--- src/rtl/cam_cfg_pkg.sv ---
// Shared types and table-entry encodings for the camera configuration sequencer.
package cam_cfg_pkg;

  localparam logic [15:0] CFG_END  = 16'hFFFF;
  localparam logic [15:0] CFG_WAIT = 16'hFFF0;

  typedef enum logic [2:0] {
    IDLE,
    FETCH,
    ISSUE,
    WAIT_DONE,
    RELEASE,
    PAUSE,
    FINISH
  } seq_state_e;

endpackage

--- src/rtl/cam_cfg_sequencer_if.sv ---
// Request/ready handshake between the sequencer (master) and the I2C register writer (slave).
interface cam_cfg_sequencer_if;

  logic        start_en_o;
  logic [7:0]  i2c_addr_o;
  logic [7:0]  i2c_data_o;
  logic [31:0] delay_o;
  logic        ready_i;

  modport master (output start_en_o, i2c_addr_o, i2c_data_o, delay_o, input ready_i);
  modport slave  (input start_en_o, i2c_addr_o, i2c_data_o, delay_o, output ready_i);

endinterface

--- src/rtl/cam_cfg_rom.sv ---
// Combinational register table; ROM_SEL picks the image, anything unlisted reads as END.
module cam_cfg_rom
  import cam_cfg_pkg::*;
#(
  parameter int unsigned ROM_SEL = 0
) (
  input  logic [7:0]  idx,
  output logic [15:0] entry
);

  // NOTE: pure case decode with no storage, so there is nothing here to reset.
  always_comb begin
    entry = CFG_END;
    case (ROM_SEL)
      1: begin
        case (idx)
          8'd0:    entry = CFG_WAIT;
          8'd1:    entry = 16'h1280;
          8'd2:    entry = 16'h1101;
          default: entry = CFG_END;
        endcase
      end
      2: entry = {idx, ~idx};
      default: begin
        case (idx)
          8'd0:    entry = 16'h1280;
          8'd1:    entry = CFG_WAIT;
          8'd2:    entry = 16'h1101;
          8'd3:    entry = 16'h3A04;
          8'd4:    entry = 16'h1200;
          8'd5:    entry = 16'h8C00;
          8'd6:    entry = 16'h0400;
          8'd7:    entry = 16'h4010;
          default: entry = CFG_END;
        endcase
      end
    endcase
  end

endmodule

--- src/rtl/cam_cfg_sequencer.sv ---
// Walks the register table, handing each {addr,data} pair to the I2C writer with
// ack timeout, WAIT pauses and sticky done/error status.
module cam_cfg_sequencer
  import cam_cfg_pkg::*;
#(
  parameter logic [31:0] DELAY_CYCLES = 32'd250,
  parameter logic [31:0] WAIT_CYCLES  = 32'd1_000_000,
  parameter int unsigned ACK_TIMEOUT  = 16,
  parameter int unsigned ROM_SEL      = 0
) (
  input  logic                clk,
  input  logic                resetn,
  input  logic                cfg_start_i,
  output logic                busy_o,
  output logic                done_o,
  output logic                error_o,
  output logic [7:0]          entry_idx_o,
  cam_cfg_sequencer_if.master i2c
);

  localparam int TW = $clog2(ACK_TIMEOUT) + 1;
  localparam logic [TW-1:0] TO_LAST = TW'(ACK_TIMEOUT - 1);

  seq_state_e    state, state_d;
  logic [31:0]   pause_cnt, pause_cnt_d;
  logic [TW-1:0] to_cnt, to_cnt_d;
  logic [7:0]    idx_d, addr_d, data_d;
  logic          busy_d, done_d, error_d;
  logic          advance;
  logic [15:0]   entry;

  cam_cfg_rom #(.ROM_SEL(ROM_SEL)) u_rom (
    .idx   (entry_idx_o),
    .entry (entry)
  );

  assign i2c.delay_o    = DELAY_CYCLES;
  // Decoded from the state register so an asserted resetn drops the request at once.
  assign i2c.start_en_o = (state == ISSUE) || (state == WAIT_DONE);

  // NOTE: every next-value gets its current value first, so no path leaves one unassigned (no latches).
  always_comb begin
    state_d     = state;
    pause_cnt_d = pause_cnt;
    to_cnt_d    = to_cnt;
    idx_d       = entry_idx_o;
    addr_d      = i2c.i2c_addr_o;
    data_d      = i2c.i2c_data_o;
    busy_d      = busy_o;
    done_d      = done_o;
    error_d     = error_o;
    advance     = 1'b0;

    case (state)
      IDLE: if (cfg_start_i) begin
        idx_d   = 8'd0;
        done_d  = 1'b0;
        error_d = 1'b0;
        busy_d  = 1'b1;
        state_d = FETCH;
      end
      FETCH: begin
        if (entry == CFG_END) begin
          state_d = FINISH;
        end else if (entry == CFG_WAIT) begin
          pause_cnt_d = WAIT_CYCLES;
          state_d     = PAUSE;
        end else begin
          addr_d   = entry[15:8];
          data_d   = entry[7:0];
          to_cnt_d = '0;
          state_d  = ISSUE;
        end
      end
      ISSUE: begin
        if (!i2c.ready_i) begin
          state_d = WAIT_DONE;
        end else if (to_cnt == TO_LAST) begin
          error_d = 1'b1;
          state_d = FINISH;
        end else begin
          to_cnt_d = to_cnt + 1'b1;
        end
      end
      WAIT_DONE: if (i2c.ready_i) state_d = RELEASE;
      RELEASE:   advance = 1'b1;
      PAUSE: begin
        if (pause_cnt == 32'd0) advance = 1'b1;
        else pause_cnt_d = pause_cnt - 32'd1;
      end
      FINISH: begin
        busy_d  = 1'b0;
        done_d  = !error_o;
        state_d = IDLE;
      end
      default: state_d = IDLE;
    endcase

    // Index 255 is the last entry; finishing here avoids wrapping back to 0.
    if (advance) begin
      if (entry_idx_o == 8'hFF) begin
        state_d = FINISH;
      end else begin
        idx_d   = entry_idx_o + 8'd1;
        state_d = FETCH;
      end
    end
  end

  // NOTE: sequential state uses non-blocking assignments; the comb block above uses blocking.
  always_ff @(posedge clk or negedge resetn) begin
    if (!resetn) begin
      state          <= IDLE;
      pause_cnt      <= 32'd0;
      to_cnt         <= '0;
      entry_idx_o    <= 8'd0;
      i2c.i2c_addr_o <= 8'd0;
      i2c.i2c_data_o <= 8'd0;
      busy_o         <= 1'b0;
      done_o         <= 1'b0;
      error_o        <= 1'b0;
    end else begin
      state          <= state_d;
      pause_cnt      <= pause_cnt_d;
      to_cnt         <= to_cnt_d;
      entry_idx_o    <= idx_d;
      i2c.i2c_addr_o <= addr_d;
      i2c.i2c_data_o <= data_d;
      busy_o         <= busy_d;
      done_o         <= done_d;
      error_o        <= error_d;
    end
  end

endmodule

--- src/flat_wrapper.sv ---
// flat-port wrapper written by rule: the top's interface ports become plain ports
module cam_cfg_sequencer_flat import cam_cfg_pkg::*;
#(
  parameter logic [31:0] DELAY_CYCLES = 32'd250,
  parameter logic [31:0] WAIT_CYCLES  = 32'd1_000_000,
  parameter int unsigned ACK_TIMEOUT  = 16,
  parameter int unsigned ROM_SEL      = 0
)
  (clk, resetn, cfg_start_i, busy_o, done_o, error_o, entry_idx_o, i2c_start_en_o, i2c_i2c_addr_o, i2c_i2c_data_o, i2c_delay_o, i2c_ready_i);
  cam_cfg_sequencer_if i2c_i ();
  input  logic clk;
  input  logic resetn;
  input  logic cfg_start_i;
  output logic busy_o;
  output logic done_o;
  output logic error_o;
  output logic [7:0] entry_idx_o;
  output wire logic [$bits(i2c_i.start_en_o)-1:0] i2c_start_en_o;
  output wire logic [$bits(i2c_i.i2c_addr_o)-1:0] i2c_i2c_addr_o;
  output wire logic [$bits(i2c_i.i2c_data_o)-1:0] i2c_i2c_data_o;
  output wire logic [$bits(i2c_i.delay_o)-1:0] i2c_delay_o;
  input wire logic [$bits(i2c_i.ready_i)-1:0] i2c_ready_i;
  assign i2c_start_en_o = i2c_i.start_en_o;
  assign i2c_i2c_addr_o = i2c_i.i2c_addr_o;
  assign i2c_i2c_data_o = i2c_i.i2c_data_o;
  assign i2c_delay_o = i2c_i.delay_o;
  assign i2c_i.ready_i = i2c_ready_i;
  cam_cfg_sequencer #(.DELAY_CYCLES(DELAY_CYCLES), .WAIT_CYCLES(WAIT_CYCLES), .ACK_TIMEOUT(ACK_TIMEOUT), .ROM_SEL(ROM_SEL)) u_core (.clk(clk), .resetn(resetn), .cfg_start_i(cfg_start_i), .busy_o(busy_o), .done_o(done_o), .error_o(error_o), .entry_idx_o(entry_idx_o), .i2c(i2c_i));
endmodule
--- config.mk ---
export PLATFORM = sky130hd
export DESIGN_NAME = cam_cfg_sequencer_flat
export DESIGN_NICKNAME = d
export VERILOG_FILES = /design/src/rtl/cam_cfg_pkg.sv /design/src/rtl/cam_cfg_sequencer_if.sv /design/src/rtl/cam_cfg_rom.sv /design/src/rtl/cam_cfg_sequencer.sv /design/src/flat_wrapper.sv
export SDC_FILE = /design/constraint.sdc
export NUM_CORES = 1
export LEC_CHECK = 0
export CAP_MARGIN = 20
export CORE_UTILIZATION = 41
export CTS_BUF_LIST = sky130_fd_sc_hd__clkbuf_4
export CTS_CLUSTER_DIAMETER = 50
export DETAILED_ROUTE_END_ITERATION = 10
export HOLD_SLACK_MARGIN = 0.1
export PLACE_DENSITY = 0.7
export SLEW_MARGIN = 10
export SYNTH_ARGS = -nofsm -noshare
export SYNTH_HDL_FRONTEND = slang
export SYNTH_SLANG_ARGS = --single-unit
--- constraint.sdc ---
create_clock -name clk -period 3.55 [get_ports clk]
set_clock_uncertainty 0.2 [all_clocks]
set_input_delay 1.065 -clock clk [delete_from_list [all_inputs] [get_ports clk]]
set_output_delay 1.065 -clock clk [all_outputs]
set_load 0.05 [all_outputs]
# Word level (Yosys, flattened, before mapping)
# Memory sizes are Yosys's and may differ from the RTL's.
# Index checks and enable logic that the tools add are counted.
dict set report classes {
  n_reduce_logical 16
  addsub 3
  n_eq_ne 22
  bitwise_logic 2
  muxes 32
}
# op count
set ops {}
lappend ops {{2-to-1 mux 32 bit} 3}
lappend ops {{one-hot mux 32 bit (2 select lines)} 1}
lappend ops {{equality test 16 bit, second input constant} 2}
lappend ops {{zero test 32 bit} 1}
lappend ops {{2-to-1 mux 8 bit} 4}
lappend ops {{subtractor 32 x 1 -> 32 bit, second input constant} 1}
lappend ops {{2-to-1 mux 3 bit} 8}
lappend ops {{2-to-1 mux 5 bit} 4}
lappend ops {{2-to-1 mux 16 bit} 1}
lappend ops {{one-hot mux 3 bit (5 select lines)} 1}
lappend ops {{!= test 2 bit, second input constant} 7}
lappend ops {{AND reduction 4 bit} 3}
lappend ops {{one-hot mux 5 bit (2 select lines)} 1}
lappend ops {{equality test 3 bit, second input constant} 3}
lappend ops {{adder 8 x 1 -> 8 bit, second input constant} 1}
lappend ops {{equality test 8 bit, second input constant} 1}
lappend ops {{one-hot mux 1 bit (2 select lines)} 4}
lappend ops {{nonzero test 2 bit} 4}
lappend ops {{equality test 3 x 2 -> 1 bit, second input constant} 2}
lappend ops {{!= test 3 x 2 -> 1 bit, second input constant} 2}
lappend ops {{adder 5 x 1 -> 5 bit, second input constant} 1}
lappend ops {{equality test 5 x 4 -> 1 bit, second input constant} 1}
lappend ops {{zero test 5 bit} 1}
lappend ops {{2-to-1 mux 1 bit} 5}
lappend ops {{other kinds (11)} 13}
dict set report totals {
  mem_count 1
  wordCells 85
  mem_bits_ro 112
  register_bits 67
  out_inout_bits 60
}
# name depth word_bits rd rd_ports_with_merged_regs write_ports line_no
set memory_table {}
lappend memory_table {{(no name shown)} 8 14 1 0 0 cam_cfg_rom.sv:25} ;# case (idx)

# Logic depth before layout (Yosys ltp)
dict set report depth {
  word_depth 7
  mapped_depth 11
  depth_no_buf 8
}

# Hierarchy
# Synthesis repeated with hierarchy kept, for this count alone.
dict set report hier_totals {
  cells_unflattened 420
  hier_area_um2 4056.4
}
# module seq_area_each_um2 n_inst cells_per_inst area_each_um2
set modules_own_cells {}
lappend modules_own_cells {cam_cfg_sequencer 1676.6 1 381 3774.9}
lappend modules_own_cells {cam_cfg_rom 0.0 1 39 281.5}

# Least setup slack after synthesis
# Ideal clock, no wire load.
dict set report synth_timing {
  path_type {flip-flop to flip-flop}
  from {reg u_core.entry_idx_o[2]}
  to {reg u_core.pause_cnt[18]}
  setup_ns 0.128
  setup_slack_ns 0.332
  t_arrival_ns 2.890
  path_stages_with_launch 10
  required_time_ns 3.222
  synth_period_minus_slack_ns 3.218
  cell_sequence {dfrtp_1 -> clkbuf_1 -> inv_1 -> ha_1 -> nor4bb_1 -> a41oi_1 -> a311oi_2 -> nand4_1 -> xor2_1 -> nand2_1}
}
dict set report synth_via {
  elab_chain_cells 5
}
# item line_no
set synth_lines {}
lappend synth_lines {{start: declaration} cam_cfg_sequencer.sv:17} ;# output logic [7:0] entry_idx_o,
lappend synth_lines {{start signal: assignment} cam_cfg_sequencer.sv:126} ;# entry_idx_o <= idx_d;
lappend synth_lines {{memory read (8 x 14 bit) *} --}
lappend synth_lines {{2-to-1 mux 16 bit *} cam_cfg_rom.sv:25}
lappend synth_lines {{equality test 16 bit (on tied branches)} {cam_cfg_sequencer.sv:65, cam_cfg_sequencer.sv:63}}
lappend synth_lines {{!= test 2 x 1 -> 1 bit (no source line) or != test 2 bit (tied branches)} --}
lappend synth_lines {{AND reduction 4 bit (no source line) *} --}
lappend synth_lines {{end signal: assignment} cam_cfg_sequencer.sv:124} ;# pause_cnt <= pause_cnt_d;
lappend synth_lines {{end: declaration} cam_cfg_sequencer.sv:25} ;# logic [31:0] pause_cnt, pause_cnt_d;
# Every way passes the cells marked *; elsewhere a longest branch is shown, timed or not.
# A chain may end at the register's enable or synchronous reset.

# Worst setup path in the final report
dict set report layout_timing {
  from {reg u_core.entry_idx_o[2]}
  to {out entry_idx_o[2]}
}
# item line_no
set layout_rtl {}
lappend layout_rtl {{end: declaration} flat_wrapper.sv:17} ;# output logic [7:0] entry_idx_o;
# No word-level cell between the ends.

==> flow_summary.json <==
{
  "port_buffers": 31,
  "power_switching_mw": 1.833,
  "hold_path_depth": 2,
  "leakagePower_nw": 1.804,
  "synth_seq_area_share_pct": 42.52,
  "root_buffer": "clkbuf_4",
  "grt_pass1_wl_mm": 12.83,
  "crit_arrival_ps": 1890,
  "ys.flop_type": "dfrtp_1",
  "worstRegToRegCells": 8,
  "num_rows": 34,
  "ant_nets": 0,
  "io_pins": 64,
  "p_int_mw": 1.895,
  "post-route-period-util_pct": 88.92,
  "die_x_microns": 97.84,
  "synthesis.instances": 404,
  "tns_ps": 0,
  "routed_via_density": 5.236,
  "p_comb_share_pct": 52.4,
  "yosys-top-cells-count": "dfrtp_1, nand2_1, nor2_1, buf_4, o21ai_0",
  "synth_seq_cells": 64,
  "max_cap_violations": 0,
  "switching_share_pct": 49.17,
  "crit_path_max_fanout": 13,
  "num-nets-final": 451,
  "hold_path_class": "reg -> reg",
  "max_stage_delay_ps": 890,
  "ir_worst_vdd_uv": 427.1,
  "yosysMostFrequentCell": "dfrtp_1",
  "die-area_sq_um": 9573,
  "rsz0062_at_grt": "false",
  "max_freq_mhz": 316.8,
  "cts.sinks": 64,
  "drive_gt1_share_pct": 10.86,
  "slew_headroom_pct": 55.20,
  "setup_violations": 0,
  "first_global_vias": 2748,
  "synthArstFlopShare_pct": 100.0,
  "initial_core_util_pct": 42.77,
  "clk_transition_reported_paths_ps": 110,
  "final_util_pct": 47.85,
  "tightestPinTransition_ps": 663.2,
  "path_delay_family": "buffers and inverters",
  "crit_start": "u_core.entry_idx_o[2]$_DFF_PN0_",
  "first_iter_violations": 149,
  "placed_cell_area_sq_um": 4075,
  "violations": "design-rule violations",
  "p_per_area_nw_per_um2": 884.6,
  "rr_endpoint": "u_core.pause_cnt[23]$_DFFE_PN0P_",
  "maxSlewViolCount": 0,
  "ys_warn_count": 0,
  "syn_area_sq_um": 3766,
  "r2r_start": "u_core.entry_idx_o[0]$_DFF_PN0_",
  "cts_resized": 0,
  "setup.worst_path.end_class": "output port",
  "cts-buffers-inserted": 9,
  "drtPass1Iterations": 7,
  "antenna_found_initial": 0,
  "hold_end": "u_core.i2c.i2c_addr_o[2]$_DFFE_PN0P_",
  "cts_tree": "done",
  "drc_errors": 12,
  "grt_usage_pct": 16.68,
  "num_antenna_cells": 0,
  "avgSynthCellArea_sq_um": 9.322,
  "core_sq_um": 8806,
  "status": "finished, violations left",
  "fillers": 848,
  "routed_wl_mm": 7.608,
  "power_frac_clock_pct": 13.3,
  "hold_violations": 0,
  "seq_power_share_pct": 34.3,
  "synth.area.top_cells": "dfrtp_1, buf_4, xor2_1",
  "die_h_microns": 97.84,
  "dr_total_vias": 2880,
  "synth_top_cell_by_area": "dfrtp_1",
  "clk_latency_ps": 420,
  "synth_edf_count": 0,
  "fin_area_sq_um": 4214,
  "crit_chain": "clkdlybuf4s50_1",
  "path_buf_inv": 1,
  "dp_hpwl_mm": 5.405,
  "regArea_sq_um": 1602,
  "holdWs_ps": 294.0,
  "grt_max_degree": 65,
  "routabilityCongestion": 0.7807,
  "routedWlPerCell_microns": 13.83,
  "required_ps": 2280,
  "cp_slowest_cell": "clkdlybuf4s50_1",
  "regToRegSetupSlack_ps": 410,
  "synth_cell_type_count": 62,
  "cts_setup_buffers": 0,
  "grt-ovfl-total": 0,
  "synth_top_area_share_pct": 42.52,
  "h-tree-depth": 3,
  "min_period_ps": 3156,
  "cp_num_cells": 1,
  "area_growth_pct": 11.89,
  "clock_path_buffers": 2,
  "hp-start": "u_core.i2c.i2c_addr_o[2]$_DFFE_PN0P_",
  "finalPower_mw": 3.728,
  "critPathLaunchType": "flip-flop",
  "multi_input_area_sq_um": 1919,
  "criticalPathCategory": "reg -> out",
  "hold_buffers": 0
}
## kinds of logic after synthesis
kind of cell | share of synthesized area [%]
buffers and inverters | 9.501
DFF | 42.53
other | 0.1994
adders and majority gates | 3.322
xor gates and xnor gates | 6.977
and+or+nand+nor | 25.08
AOI/OAI and AO/OA | 12.39
## sequential cells by signal, summed over array words and instances (netlist names)
signal                 flops
u_core.pause_cnt          32
u_core.entry_idx_o         8
u_core.i2c.i2c_addr_o      7
u_core.i2c.i2c_data_o      6
u_core.to_cnt              5
u_core.state               3
u_core.busy_o              1
u_core.done_o              1
u_core.error_o             1
## cell usage in the layout (no fill, tap or decap), drive strengths merged, types with 7 or more instances in the layout
master	count
xnor2	11
buf	10
nor2	43
xor2	19
nor2b	7
ha	10
nand3	16
clkbuf	9
nor3	10
clkdlybuf4s50	30
conb	32
a21oi	11
inv	10
dfrtp	64
o21ai	24
nor4	10
nand2	45
## power groups by stage
stage / clock network (mW) / logic, mW / registers (mW)
5_1_grt: 0.541 / 2.13 / 1.33
6_report: 0.494 / 1.95 / 1.28
3_3_place_gp: 0 / 1.91 / 1.28
2_1_floorplan: 0 / 1.21 / 1.54
3_5_place_dp: 0 / 1.96 / 1.29
4_1_cts: 0.512 / 1.97 / 1.28
## cell type report
class                           instances  area share, %
Multi-Input combinational cell        313          45.55
Sequential cell                        64          38.00
Timing Repair Buffer                   40          9.145
Tap cell                              108          3.207
Clock inverter                          7          1.692
Clock buffer                            9          1.603
Inverter                                9         0.8017
## metal layers
layer | global-route usage (%) | vias to the layer above | wire (microns)
met1 | 20.73 | 1390 | 3475
met3 | 4.009 | 14 | 260
met2 | 27.90 | 59 | 3726
met4 | 6.643 | 0 | 145
met5 | 0 | - | 0
li1 | - | 1417 | -
## worst max path at each step
stage / slack, ps / end
global placement: 590 / u_core.pause_cnt[30]$_DFFE_PN0P_
floorplan: 330 / u_core.pause_cnt[18]$_DFFE_PN0P_
finish: 390 / entry_idx_o[2]
detailed placement: 500 / u_core.pause_cnt[23]$_DFFE_PN0P_
global route: 210 / u_core.pause_cnt[23]$_DFFE_PN0P_
CTS: 370 / entry_idx_o[2]
## per-stage QoR
step / cells / worst slack, ps
detailed placement: 534 / 500.0
floorplan: 434 / 331.5
global placement: 534 / 593.2
global route: 550 / 213.4
CTS: 550 / 374.4
finish: 550 / 393.5
No activity file was read; power rests on OpenSTA's default activity.
